[config.mk]
export PLATFORM = sky130hd
export DESIGN_NAME = decoder_scan_driver
export DESIGN_NICKNAME = d
export VERILOG_FILES = /design/src/rtl/decoder_scan_pkg.sv /design/src/rtl/scan_dwell_timer.sv /design/src/rtl/decoder_scan_driver.sv
export SDC_FILE = /design/constraint.sdc
export NUM_CORES = 1
export LEC_CHECK = 0
export CORE_AREA = 2 2 58 60
export CTS_CLUSTER_DIAMETER = 100
export DETAILED_ROUTE_END_ITERATION = 7
export DIE_AREA = 0 0 60 62
export PLACE_DENSITY = 0.69
export SLEW_MARGIN = 40
export SYNTH_ARGS = -nofsm -noshare
export SYNTH_HDL_FRONTEND = slang
export SYNTH_SLANG_ARGS = --single-unit
[constraint.sdc]
create_clock -name clk -period 1.59 [get_ports clk]
set_input_delay 0.159 -clock clk [delete_from_list [all_inputs] [get_ports clk]]
set_output_delay 0.159 -clock clk [all_outputs]
set_load 0.01 [all_outputs]
[src/rtl/decoder_scan_pkg.sv]
// rtl/decoder_scan_pkg.sv - shared state enumeration and code constants for the decoder scan driver
package decoder_scan_pkg;

  localparam int CODE_W = 4;
  localparam logic [CODE_W-1:0] CODE_MAX = 4'd15;

  typedef enum logic [1:0] {
    IDLE = 2'd0,
    RUN  = 2'd1,
    DONE = 2'd2
  } scan_state_e;

endpackage

[src/rtl/scan_dwell_timer.sv]
// rtl/scan_dwell_timer.sv - per-code dwell counter with latched limit and terminal-count flag
module scan_dwell_timer #(
  parameter int DWELL_W = 8
) (
  input  logic               clk,
  input  logic               reset,
  input  logic               clear_i,
  input  logic               load_i,
  input  logic               en_i,
  input  logic [DWELL_W-1:0] limit_i,
  output logic               tc_o
);

  logic [DWELL_W-1:0] cnt_q, cnt_d;
  logic [DWELL_W-1:0] limit_q, limit_d;

  assign tc_o = (cnt_q == limit_q);

  // Wrapping to zero on terminal count keeps the counter within DWELL_W bits for an all-ones limit.
  always_comb begin
    cnt_d   = cnt_q;
    limit_d = limit_q;
    if (load_i) begin
      limit_d = limit_i;
      cnt_d   = '0;
    end else if (clear_i) begin
      cnt_d = '0;
    end else if (en_i) begin
      cnt_d = tc_o ? '0 : cnt_q + 1'b1;
    end
  end

  always_ff @(posedge clk) begin
    if (reset) begin
      cnt_q   <= '0;
      limit_q <= '0;
    end else begin
      cnt_q   <= cnt_d;
      limit_q <= limit_d;
    end
  end

endmodule

[src/rtl/decoder_scan_driver.sv]
// rtl/decoder_scan_driver.sv - scans a 4-to-16 decoder select code up or down with a programmable dwell
module decoder_scan_driver
  import decoder_scan_pkg::*;
#(
  parameter int DWELL_W = 8
) (
  input  logic               clk,
  input  logic               reset,
  input  logic               start,
  input  logic               stop,
  input  logic               dir,
  input  logic               one_shot,
  input  logic [DWELL_W-1:0] dwell,
  output logic               w,
  output logic               x,
  output logic               y,
  output logic               z,
  output logic [CODE_W-1:0]  code,
  output logic               code_valid,
  output logic               busy,
  output logic               wrap_pulse,
  output logic               done
);

  scan_state_e       state_q, state_d;
  logic [CODE_W-1:0] code_q, code_d;
  logic              dir_q, dir_d;
  logic              one_shot_q, one_shot_d;
  logic              valid_q, valid_d;
  logic              busy_q, busy_d;
  logic              wrap_q, wrap_d;
  logic              done_q, done_d;
  logic              load, tc, at_last;

  scan_dwell_timer #(.DWELL_W(DWELL_W)) u_dwell (
    .clk     (clk),
    .reset   (reset),
    .clear_i (state_q != RUN),
    .load_i  (load),
    .en_i    (state_q == RUN),
    .limit_i (dwell),
    .tc_o    (tc)
  );

  assign at_last = dir_q ? (code_q == '0) : (code_q == CODE_MAX);

  always_comb begin
    state_d    = state_q;
    code_d     = code_q;
    dir_d      = dir_q;
    one_shot_d = one_shot_q;
    valid_d    = 1'b0;
    busy_d     = 1'b0;
    wrap_d     = 1'b0;
    done_d     = 1'b0;
    load       = 1'b0;
    case (state_q)
      IDLE: begin
        if (start && !stop) begin
          load       = 1'b1;
          dir_d      = dir;
          one_shot_d = one_shot;
          code_d     = dir ? CODE_MAX : '0;
          state_d    = RUN;
          valid_d    = 1'b1;
          busy_d     = 1'b1;
        end
      end
      RUN: begin
        if (stop) begin
          state_d = IDLE;
        end else if (tc && one_shot_q && at_last) begin
          state_d = DONE;
          done_d  = 1'b1;
        end else begin
          valid_d = 1'b1;
          busy_d  = 1'b1;
          if (tc) begin
            code_d = dir_q ? code_q - 1'b1 : code_q + 1'b1;
            wrap_d = at_last;
          end
        end
      end
      default: state_d = IDLE;
    endcase
  end

  always_ff @(posedge clk) begin
    if (reset) begin
      state_q    <= IDLE;
      code_q     <= '0;
      dir_q      <= 1'b0;
      one_shot_q <= 1'b0;
      valid_q    <= 1'b0;
      busy_q     <= 1'b0;
      wrap_q     <= 1'b0;
      done_q     <= 1'b0;
    end else begin
      state_q    <= state_d;
      code_q     <= code_d;
      dir_q      <= dir_d;
      one_shot_q <= one_shot_d;
      valid_q    <= valid_d;
      busy_q     <= busy_d;
      wrap_q     <= wrap_d;
      done_q     <= done_d;
    end
  end

  assign code         = code_q;
  assign {w, x, y, z} = code_q;
  assign code_valid   = valid_q;
  assign busy         = busy_q;
  assign wrap_pulse   = wrap_q;
  assign done         = done_q;

endmodule

# Yosys cells after proc, flatten, opt, wreduce, memory -nomap -nowiden
# Index checks and enable logic that the tools add are counted.
# W data, S select, Z words.
totals:
  regBits: 27
  latch_bits: 0
  mem_bits_rw: 0
  romBits: 0
  in_bits: 14
  word_cells: 55
  mem_count: 0
classes:
  add_sub_neg: 3
  n_mul: 0
  div_mod_pow: 0
  order_cmp: 0
  eq_ne: 9
  n_shift: 0
  n_mux: 19
  bitwise: 2
  reduce_logical: 13
ops:
  columns: ["op", "n"]
  rows:
  - ["$mux W4", 6]
  - ["$add A8 B1 Y8 const B", 1]
  - ["$eq A8 B8 Y1", 1]
  - ["$mux W8", 1]
  - ["$ne A2 B2 Y1 const B", 4]
  - ["$pmux W4 S2", 1]
  - ["$mux W1", 6]
  - ["$mux W2", 3]
  - ["$reduce_or A3 Y1", 2]
  - ["$reduce_and A5 Y1", 1]
  - ["$reduce_or A5 Y1", 1]
  - ["$add A4 B1 Y4 const B", 1]
  - ["$eq A4 B4 Y1 const B", 1]
  - ["$logic_not A4 Y1", 1]
  - ["$pmux W2 S2", 1]
  - ["$reduce_and A2 Y1", 2]
  - ["$sub A4 B1 Y4 const B", 1]
  - ["$logic_and A1 B1 Y1", 3]
  - ["$ne A3 B3 Y1 const B", 1]
  - ["$eq A2 B1 Y1 const B", 1]
  - ["$logic_not A2 Y1", 1]
  - ["$ne A2 B1 Y1 const B", 1]
  - ["$not A1 Y1", 2]
  - ["$pmux W1 S2", 1]
  - ["2 further kinds", 2]

# Logic depth before layout (Yosys ltp)
# Gate-level depths: netlist of the first run.
logic_depth:
  ltp_word: 6
  ltp_mapped: 6
  ltp_nobuf: 6

# Hierarchy
# Synthesis of the first run repeated with hierarchy kept, for this count alone.
hier_totals:
  hier_cells: 152
  hier_area_um2: 1422.6
modules_own_cells:
  columns: ["module", "instances", "cells_per_inst", "area_per_inst_um2", "seq_area_each_um2"]
  rows:
  - ["scan_dwell_timer", 1, 78, 745.7, 320.3]
  - ["decoder_scan_driver", 1, 74, 676.9, 220.2]

# Worst setup path before layout of the first run
# Ideal clock, no wire load.
synth_timing:
  path_type: "reg-to-reg"
  from: "register code_q[2] (netlist: code[2])"
  to: "register code_q[3] (netlist: code[3])"
  setup_time_ns: 0.140
  arrival_ns: 1.612
  t_required_ns: 1.450
  setup_slack_ns: -0.162
  stages_incl_launch_ff: 7
  n_path_buf: 1
  synth_period_minus_slack_ns: 1.752
  path_cell_list: "dfxtp_1 -> or4b_1 -> o22a_1 -> and4_4 -> buf_6 -> o221ai_1 -> o41ai_1"
synth_via:
  elab_chain_cells: 6
synth_lines:
  columns: ["item", "line", "source"]
  rows:
  - ["start: declaration", "decoder_scan_driver.sv:26", "logic [CODE_W-1:0] code_q, code_d;"]
  - ["start signal: assignment", "decoder_scan_driver.sv:100", "code_q <= code_d;"]
  - ["$add A4 B1 Y4 or $sub A4 B1 Y4 (tied branches)", "decoder_scan_driver.sv:79", "code_d = dir_q ? code_q - 1'b1 : code_q + 1'b1;"]
  - ["$mux W4", "decoder_scan_driver.sv:79", null]
  - ["$mux W4", "decoder_scan_driver.sv:78", "if (tc) begin"]
  - ["$mux W4", "decoder_scan_driver.sv:72", "end else if (tc && one_shot_q && at_last) begin"]
  - ["$mux W4", "decoder_scan_driver.sv:70", "if (stop) begin"]
  - ["$pmux W4 S2", "decoder_scan_driver.sv:57", "case (state_q)"]
# Several ways; a longest one is shown, not always the timed one. The select of a mux whose other input is x is not followed.
# A chain may end at the register's enable or synchronous reset.

# Final worst setup path of the first run
layout_timing:
  from: "register code_q[2] (netlist: code[2])"
  to: "register code_q[2] (netlist: code[2])"
# The elaborated chain is that of the path after synthesis.

==> results of run 1 <==
-- per-layer routing --
metal  part of all wire  GRT usage  vias up
li1                   -          -      595
met1               0.41      0.189      545
met2               0.55      0.314       20
met3              0.026     0.0290        4
met4             0.0095     0.0635        0
met5                  0          0        -
-- where the power goes --
part / total (uW) / internal, uW / switching, uW
sequential: 720 / 702 / 18.0
combinational: 261 / 142 / 120
clock: 282 / 94.1 / 188
total: 1260 / 938 / 326
-- final cells by class --
class / count / area, um2
Multi-Input combinational cell: 109 / 734
Sequential cell: 27 / 552
Fill cell: 311 / 1370
Inverter: 6 / 22.5
Clock inverter: 1 / 5.00
Tap cell: 46 / 57.6
Timing Repair Buffer: 47 / 418
Clock buffer: 3 / 22.5
-- critical path, delay by kind of cell, from the launching register on --
| family | cells | cell delay [ps] |
|---|---|---|
| compound gates | 2 | 380 |
| flops | 1 | 370 |
| simple gates | 3 | 910 |
-- registers in the layout, indices dropped and copies added (netlist names) --
name             count
u_dwell.cnt_q        8
u_dwell.limit_q      8
code                 4
state_q              2
busy                 1
dir_q                1
done                 1
one_shot_q           1
wrap_pulse           1
-- cells in the mapped netlist (all sizes together) --
cell and number:
nand3 2, xor2 15, buf 7, mux2i 1, nor2b 1, and4 1, ha 3, or2b 3
a21o 1, or4b 3, o22a 1, nor2 16, a21oi 14, a31oi 1, o41ai 2, xnor2 1
o211ai 1, nor4 3, clkbuf 3, nand4 3, nor3 1, nor3b 1, fa 1, nor4b 1
o21ai 1, dfxtp 27, inv 6, o221ai 2, nand2 27, and3 3
-- worst max path at each step --
stage          cells after the start                              end
2_1_floorplan                      6             code[1]$_SDFFE_PP0P_
3_3_place_gp                       4          one_shot_q$_SDFFE_PP0P_
3_5_place_dp                       4  u_dwell.limit_q[6]$_SDFFE_PP0P_
4_1_cts                            5             code[2]$_SDFFE_PP0P_
5_1_grt                            5             code[2]$_SDFFE_PP0P_
6_report                           5             code[2]$_SDFFE_PP0P_
-- cell families (layout without fill, tap and decap cells) --
kind of cell    after synthesis  after routing
simple gates                 65             65
flops                        27             27
compound gates               23             23
xor+xnor                     16             16
buf+inv                      16             57
fa+ha+maj                     4              4
mux                           1              1
-- placed cells by master (no fill, tap or decap), types with 6 or more instances in the layout --
cell / instances
dfxtp_2: 6
nand2_1: 26
xor2_1: 15
inv_1: 6
buf_4: 22
a21oi_1: 14
dfxtp_1: 20
nor2_1: 15
clkdlybuf4s50_1: 24
-- repair_timing --
item | CTS | global route
setup endpoints to repair | 9 | 20
gates resized for setup | 4 | 8
pin swaps | 2 | 1
-- stage by stage --
stage	setup WS (ps)	util	area (um2)
global route	-195	0.570	1810
CTS	-108	0.561	1780
global placement	-110	0.548	1740
detailed placement	-126	0.548	1740
floorplan	-90.7	-	1330
finish	-133	0.570	1810
==> impl_results.md, run 1 <==
- Final clock period utilization by the worst path: 1.08
- Synth unique cells: 35
- Worst hold path depth: 3
- Worst slew pin tran: 258 ps
- DRC Markers: 0
- IO buf count: 25
- Post-synthesis compound-gate area fraction: 0.111
- Worst setup path start: code[2]$_SDFFE_PP0P_
- Reg-to-reg endpoint: code[2]$_SDFFE_PP0P_
- Longest Clk Path Bufs: 2
- Global-route wire length before repair: 4.64 mm
- Syn Area/Cell: 8.67 um2
- # diodes: 0
- Total wire length: 2.95 mm
- Placer Congestion: 0.823
- Clock period minus worst slack: 1720 ps
- Via count: 1164
- TritonCTS Sinks: 27
- Area Overhead vs Synth: 37.5%
- Setup violators final: 7
- H-tree level count: 1
- Setup bufs post-CTS: 0
- Reg clk slew, reported paths: 140 ps
- Syn_nets: 170
- Fmax: 580 MHz
- Iter 0 DRT Violations: 19
- CP max-delay cell: or4b_4
- Min-Delay Endpoint: u_dwell.limit_q[3]$_SDFFE_PP0P_
- RSZ-0062 raised after global routing: yes
- Die Ht: 62 um
- Final net count: 212
- #FFs+latches synth: 27
- Final total power: 1260 uW
- HP Class: in -> reg
- Post-synthesis mux area share: 0.00760
- Failing checks: negative setup slack
- Fin. max-slew vios: 0
- Critical Path Max Stage Delay: 500 ps
- Worst-skew pair later-pin latency: 310 ps
- R2R depth: 5
- R2R setup slack: -130 ps
- Largest family of logic cells by synthesized area: simple AND/OR/NAND/NOR gates
- Grt ovf: 0
- Post-Synth Simple-Gate Area: 0.255
- Largest area contributor in the netlist: dfxtp_1
- Die Span X: 60 um
- Largest net degree at the start of global routing: 16
- CTS Root Cell: clkbuf_4
- Pleak: 0.000766 uW
- Max_slew headroom: 0.826
- Peak supply drop: 0.000435 V
- Critical Path Start Type: flop
- PnR worst setup slack: -133 ps
- HPWL after DPL: 2.37 mm
- Run status: complete, but fails checks
- Non-Filler Instances: 239
- Required @ worst endpoint: 1840 ps
- Crit Path Max Fanout: 7
- Drt wl/cell: 12.3 um
- Post-Syn Area: 0.00132 mm2
- Synth top area cells: dfxtp_1 (41%), xor2_1 (10%), nand2_1 (7.7%), a21oi_1 (5.3%), nor2_1 (4.6%)
- Yosys warns: 0
- WS Path Type: reg -> reg
- Hold path start: dwell[3]
- TritonCTS clock tree: done
- Setup TNS: -471 ps
- CP Capture Type: flop
- Max Cap Viol: 0
- PwrDens: 697 mW/mm2
- Worst Path Arrival: 1980 ps
- Pre-antenna DRT Iters: 4
- Top-level port count: 26
- Placed cells: 235
- Cells after synthesis: 152
- Cts hold-fix bufs: 0
- Area of the core: 0.00318 mm2
- Sequential area share after synthesis: 0.410
- Final hold vios: 0
- Initial antenna violation count: 0
- Adder-Cell Fraction of Synth Area: 0.0437
- Final Skew: 4.86 ps
- Synth top area share: 0.410
- Starting Density: 0.414
- Antenna Nets Post-Route: 0
- Avg Vias per Cell: 4.87
- Vias in the first global route: 1067
- Overall Global Routing Usage: 0.167
- Layout cells sized above 1: 0.264
- Row count: 21
- TritonCTS buffer count: 3
- Reg2Reg Launch Point: code[2]$_SDFFE_PP0P_
- XOR/XNOR Fraction of Synth Area: 0.106
- Die Area: 0.00372 mm2
- Hold slack: 375 ps
- Critical-path cell list: or4b_4 -> o22a_1 -> and4_4 -> o221ai_2 -> nor3b_2
(Power assumes the default switching activity.)
==> run 2: changes to the inputs <==
--- a/config.mk
+++ b/config.mk
@@ -10,7 +10,8 @@
 export DETAILED_ROUTE_END_ITERATION = 7
 export DIE_AREA = 0 0 60 62
 export PLACE_DENSITY = 0.69
-export SLEW_MARGIN = 40
+export SETUP_SLACK_MARGIN = 0.4
+export SLEW_MARGIN = 20
 export SYNTH_ARGS = -nofsm -noshare
 export SYNTH_HDL_FRONTEND = slang
 export SYNTH_SLANG_ARGS = --single-unit
==> impl_results.md, run 2 (synthesis gave the netlist of run 1 again) <==
- R2R setup slack: -90 ps
- Die Ht: 62 um
- CTS Root Cell: clkbuf_4
- Worst hold path depth: 3
- Top Family by Delay on Critical Path: simple AND/OR/NAND/NOR gates
- Reg clk slew, reported paths: 140 ps
- Crit Path Max Fanout: 3
- Peak supply drop: 0.000501 V
- Placer Congestion: 0.840
- Vias in the first global route: 1241
- TritonCTS Sinks: 27
- Placed cells: 237
- WS Path Type: reg -> reg
- Drt wl/cell: 13.4 um
- HP Class: in -> reg
- Final hold vios: 0
- Avg Vias per Cell: 5.00
- Die Span X: 60 um
- Final Skew: 1.76 ps
- Critical path depth: 6
- Worst slew pin tran: 349 ps
- Longest Clk Path Bufs: 2
- Row count: 21
- Via count: 1230
- Global-route wire length before repair: 5.35 mm
- Critical Path Start Type: flop
- Hold slack: 378 ps
- Area Overhead vs Synth: 48.8%
- Pleak: 0.000838 uW
- Grt ovf: 0
- PnR worst setup slack: -91.6 ps
- Fmax: 595 MHz
- Final net count: 219
- Overall Global Routing Usage: 0.193
- PwrDens: 681 mW/mm2
- Run status: complete, but fails checks
- Setup TNS: -525 ps
- Design area: 0.00196 mm2
- Antenna Nets Post-Route: 0
- H-tree level count: 1
- Required @ worst endpoint: 1860 ps
- Non-Filler Instances: 246
- Fin. max-slew vios: 0
- Total wire length: 3.30 mm
- DRC Markers: 0
- Starting Density: 0.414
- IO buf count: 25
- Critical-path cell list: xor2_1 -> nor4_1 -> buf_4 -> nand2_2 -> or4b_4 -> nor2_1
- Setup violators final: 9
- Critical path buffers and inverters: 1
- Commonest non-fill, non-tap cell in the layout: buf_4
- HPWL after DPL: 2.30 mm
- TritonCTS clock tree: done
- CP max-delay cell: or4b_4
- RSZ-0062 raised after global routing: yes
- Pre-antenna DRT Iters: 4
- Failing checks: negative setup slack
- TritonCTS buffer count: 3
- Most frequent cells in the layout: buf_4 (20), nand2_1 (17), dfxtp_1 (17), nor2_1 (16), xor2_1 (15)
- Dpl cell area: 0.00179 mm2
- Largest net degree at the start of global routing: 19
- Iter 0 DRT Violations: 57
- Max Cap Viol: 0
- Clock period minus worst slack: 1680 ps
- Final clock period utilization by the worst path: 1.06
- Initial antenna violation count: 0
- Worst Path Arrival: 1950 ps
- Area of the core: 0.00318 mm2
- Critical Path Max Stage Delay: 500 ps
- Layout cells sized above 1: 0.415
- R2R depth: 6
- Max_slew headroom: 0.767
- Die Area: 0.00372 mm2
- Top-level port count: 26
- CP Capture Type: flop
- # diodes: 0
- Finished Core Util: 0.617
- Worst-skew pair later-pin latency: 310 ps
run 2: final cells by class:
class,count,area (um2)
Fill cell,284,1220
Clock buffer,4,26.3
Multi-Input combinational cell,110,817
Sequential cell,27,558
Timing Repair Buffer,53,479
Tap cell,46,57.6
Inverter,6,22.5
run 2: path summary, 6_finish.rpt:
check	startpoint	endpoint
setup / recovery	u_dwell.cnt_q[6]$_SDFFE_PP0N_	wrap_pulse$_SDFF_PP0_
hold / removal	dwell[7]	u_dwell.limit_q[7]$_SDFFE_PP0P_
setup reg to reg	u_dwell.cnt_q[6]$_SDFFE_PP0N_	wrap_pulse$_SDFF_PP0_
hold reg to reg	u_dwell.limit_q[1]$_SDFFE_PP0P_	u_dwell.limit_q[1]$_SDFFE_PP0P_
run 2: what timing repair did:
| action | CTS | global route |
|---|---|---|
| gates resized for setup | 62 | 15 |
| cloned | 1 | 0 |
| endpoints found under the hold margin | 0 | 0 |
| endpoints found under the setup margin | 39 | 31 |
| pin swaps | 12 | 20 |
| hold buffers | 0 | 0 |
| buffers inserted | 3 | 1 |
run 2: stage by stage:
| step | setup slack (ps) | power [uW] |
|---|---|---|
| 6_report | -91.6 | 1340 |
| 5_1_grt | -157 | 1410 |
| 4_1_cts | -90.1 | 1330 |
| 3_5_place_dp | -78.5 | 1000 |
| 3_3_place_gp | -42.0 | 995 |
| 2_1_floorplan | -87.3 | 873 |
run 2: power by group:
part | internal [uW] | total (uW) | switching (uW)
Combinational | 171 | 323 | 152
Clock | 98.0 | 294 | 196
Sequential | 701 | 719 | 17.9
Total | 970 | 1340 | 365
run 2: worst register-to-register path, cell delays in order, from the launching register on:
cell and delay, ps:
dfxtp_2 350, xor2_1 150, nor4_1 290, buf_4 170
nand2_2 50, or4b_4 500, nor2_1 110
run 2: routing by layer:
| layer | GRT usage | share of wire |
|---|---|---|
| met5 | 0 | 0 |
| met4 | 0.0825 | 0.0094 |
| met3 | 0.0207 | 0.025 |
| met2 | 0.371 | 0.54 |
| met1 | 0.215 | 0.42 |
==> run 3: changes to the inputs <==
--- a/config.mk
+++ b/config.mk
@@ -5,11 +5,12 @@
 export SDC_FILE = /design/constraint.sdc
 export NUM_CORES = 1
 export LEC_CHECK = 0
+export CAP_MARGIN = 20
 export CORE_AREA = 2 2 58 60
 export CTS_CLUSTER_DIAMETER = 100
 export DETAILED_ROUTE_END_ITERATION = 7
 export DIE_AREA = 0 0 60 62
-export PLACE_DENSITY = 0.69
+export PLACE_DENSITY = 0.66
 export SETUP_SLACK_MARGIN = 0.4
 export SLEW_MARGIN = 20
 export SYNTH_ARGS = -nofsm -noshare
==> constraint.sdc (replaced) <==
create_clock -name clk -period 1.6 [get_ports clk]
set_input_delay 0.16 -clock clk [delete_from_list [all_inputs] [get_ports clk]]
set_output_delay 0.16 -clock clk [all_outputs]
set_load 0.01 [all_outputs]
==> impl_results.md, run 3 (synthesis gave the netlist of run 1 again) <==
- PwrDens: 665 mW/mm2
- TritonCTS Sinks: 27
- Hold slack: 359 ps
- # diodes: 0
- Final Skew: 9.59 ps
- Drt wl/cell: 13.4 um
- Pre-antenna DRT Iters: 4
- Via count: 1226
- Fin. max-slew vios: 0
- Clock period minus worst slack: 1660 ps
- Global-route wire length before repair: 5.11 mm
- Worst hold path depth: 3
- Pleak: 0.000869 uW
- HP Class: in -> reg
- Max Cap Viol: 0
- Largest net degree at the start of global routing: 19
- Final hold vios: 0
- Max_slew headroom: 0.783
- Critical Path Start Type: flop
- Layout cells sized above 1: 0.449
- Setup violators final: 7
- Starting Density: 0.414
- Fmax: 601 MHz
- Finished Core Util: 0.640
- Initial antenna violation count: 0
- Peak supply drop: 0.000383 V
- Longest Clk Path Bufs: 2
- RSZ-0062 raised after global routing: yes
- Die Span X: 60 um
- H-tree level count: 1
- Reg2Reg Launch Point: u_dwell.cnt_q[6]$_SDFFE_PP0N_
- Most frequent cells in the layout: buf_4 (22), buf_6 (17), nand2_1 (16), dfxtp_1 (16)
- Final clock period utilization by the worst path: 1.04
- Die Area: 0.00372 mm2
- Critical Path Max Stage Delay: 500 ps
- Failing checks: negative setup slack
- PnR worst setup slack: -63.1 ps
- Area of the core: 0.00318 mm2
- Vias in the first global route: 1218
- Worst Path Arrival: 1940 ps
- Total wire length: 3.37 mm
- Run status: complete, but fails checks
- CP Capture Type: flop
- Min-Delay Endpoint: u_dwell.limit_q[7]$_SDFFE_PP0P_
- R2R setup slack: -60 ps
- Worst slew pin tran: 324 ps
- Hold path start: dwell[7]
- Reg-to-reg endpoint: done$_SDFF_PP0_
- CP max-delay cell: or4b_4
- Commonest non-fill, non-tap cell in the layout: buf_4
- Setup TNS: -340 ps
- Overall Global Routing Usage: 0.183
- HPWL after DPL: 2.40 mm
- Grt ovf: 0
- Fillers: 274
- Required @ worst endpoint: 1880 ps
- IO buf count: 25
- Final net count: 224
- Crit Path Max Fanout: 3
- CTS Root Cell: clkbuf_4
- WS Path Type: reg -> reg
- TritonCTS clock tree: done
- Iter 0 DRT Violations: 39
- Antenna Nets Post-Route: 0
- Area Overhead vs Synth: 54.3%
- Avg Vias per Cell: 4.88
- TritonCTS buffer count: 3
- Placer Congestion: 0.789
- Die Ht: 62 um
- Top-level port count: 26
- R2R depth: 6
- Worst-skew pair later-pin latency: 330 ps
- Critical-path cell list: xor2_1 -> nor4_1 -> buf_4 -> nand2_2 -> or4b_4 -> nor2_1
- Row count: 21
- DRC Markers: 0
- Reg clk slew, reported paths: 160 ps
## run 3: power breakdown
part | leakage [uW] | internal, uW | total, uW | switching, uW
sequential | 0.000225 | 696 | 716 | 19.7
clock | 0.0000183 | 97.4 | 306 | 208
combinational | 0.000625 | 178 | 330 | 152
total | 0.000869 | 971 | 1350 | 380
## run 3: worst max-delay path: cells and delay by family, from the launching register on
| kind | cells | cell delay [ps] |
|---|---|---|
| flops | 1 | 360 |
| simple gates | 4 | 940 |
| buf+inv | 1 | 160 |
| xor+xnor | 1 | 150 |
## run 3: layer usage
layer / track usage / part of all wire / up-vias
li1: - / - / 621
met1: 0.205 / 0.43 / 585
met2: 0.340 / 0.54 / 16
met3: 0.0290 / 0.022 / 4
met4: 0.0857 / 0.0092 / 0
met5: 0 / 0 / -
## run 3: worst max path at each step
stage / start / end / cells after the start
2_1_floorplan: code[0]$_SDFFE_PP0P_ / code[2]$_SDFFE_PP0P_ / 6
3_3_place_gp: code[2]$_SDFFE_PP0P_ / code[2]$_SDFFE_PP0P_ / 5
3_5_place_dp: dir_q$_SDFFE_PP0P_ / state_q[1]$_SDFFE_PP0P_ / 5
4_1_cts: code[2]$_SDFFE_PP0P_ / code[2]$_SDFFE_PP0P_ / 5
5_1_grt: u_dwell.cnt_q[6]$_SDFFE_PP0N_ / wrap_pulse$_SDFF_PP0_ / 6
6_report: u_dwell.cnt_q[6]$_SDFFE_PP0N_ / done$_SDFF_PP0_ / 6
## run 3: final cells by class
type	instances	area [um2]	area share
repair buffers	58	532	0.262
multi-input cells	110	831	0.409
inverters	6	22.5	0.0111
well taps	46	57.6	0.0283
flip-flops and latches	27	562	0.276
clock buffers	3	22.5	0.0111
clock inverters	1	6.26	0.00308
## run 3: per-stage QoR
| step | worst slack (ps) | power (uW) | instances | instance area, um2 |
|---|---|---|---|---|
| 2_1_floorplan | -77.3 | 867 | 152 | 1360 |
| 3_3_place_gp | -23.4 | 983 | 236 | 1770 |
| 6_report | -63.1 | 1350 | 251 | 2030 |
| 4_1_cts | -56.6 | 1310 | 242 | 1860 |
| 3_5_place_dp | -83.1 | 992 | 236 | 1770 |
| 5_1_grt | -159 | 1420 | 251 | 2030 |
## run 3: timing repair
action	in CTS	in global routing
setup endpoints to repair	39	33
gates cloned	0	1
setup buffers	2	8
pin swaps	5	16
hold buffers	0	0
gates resized for setup	53	37
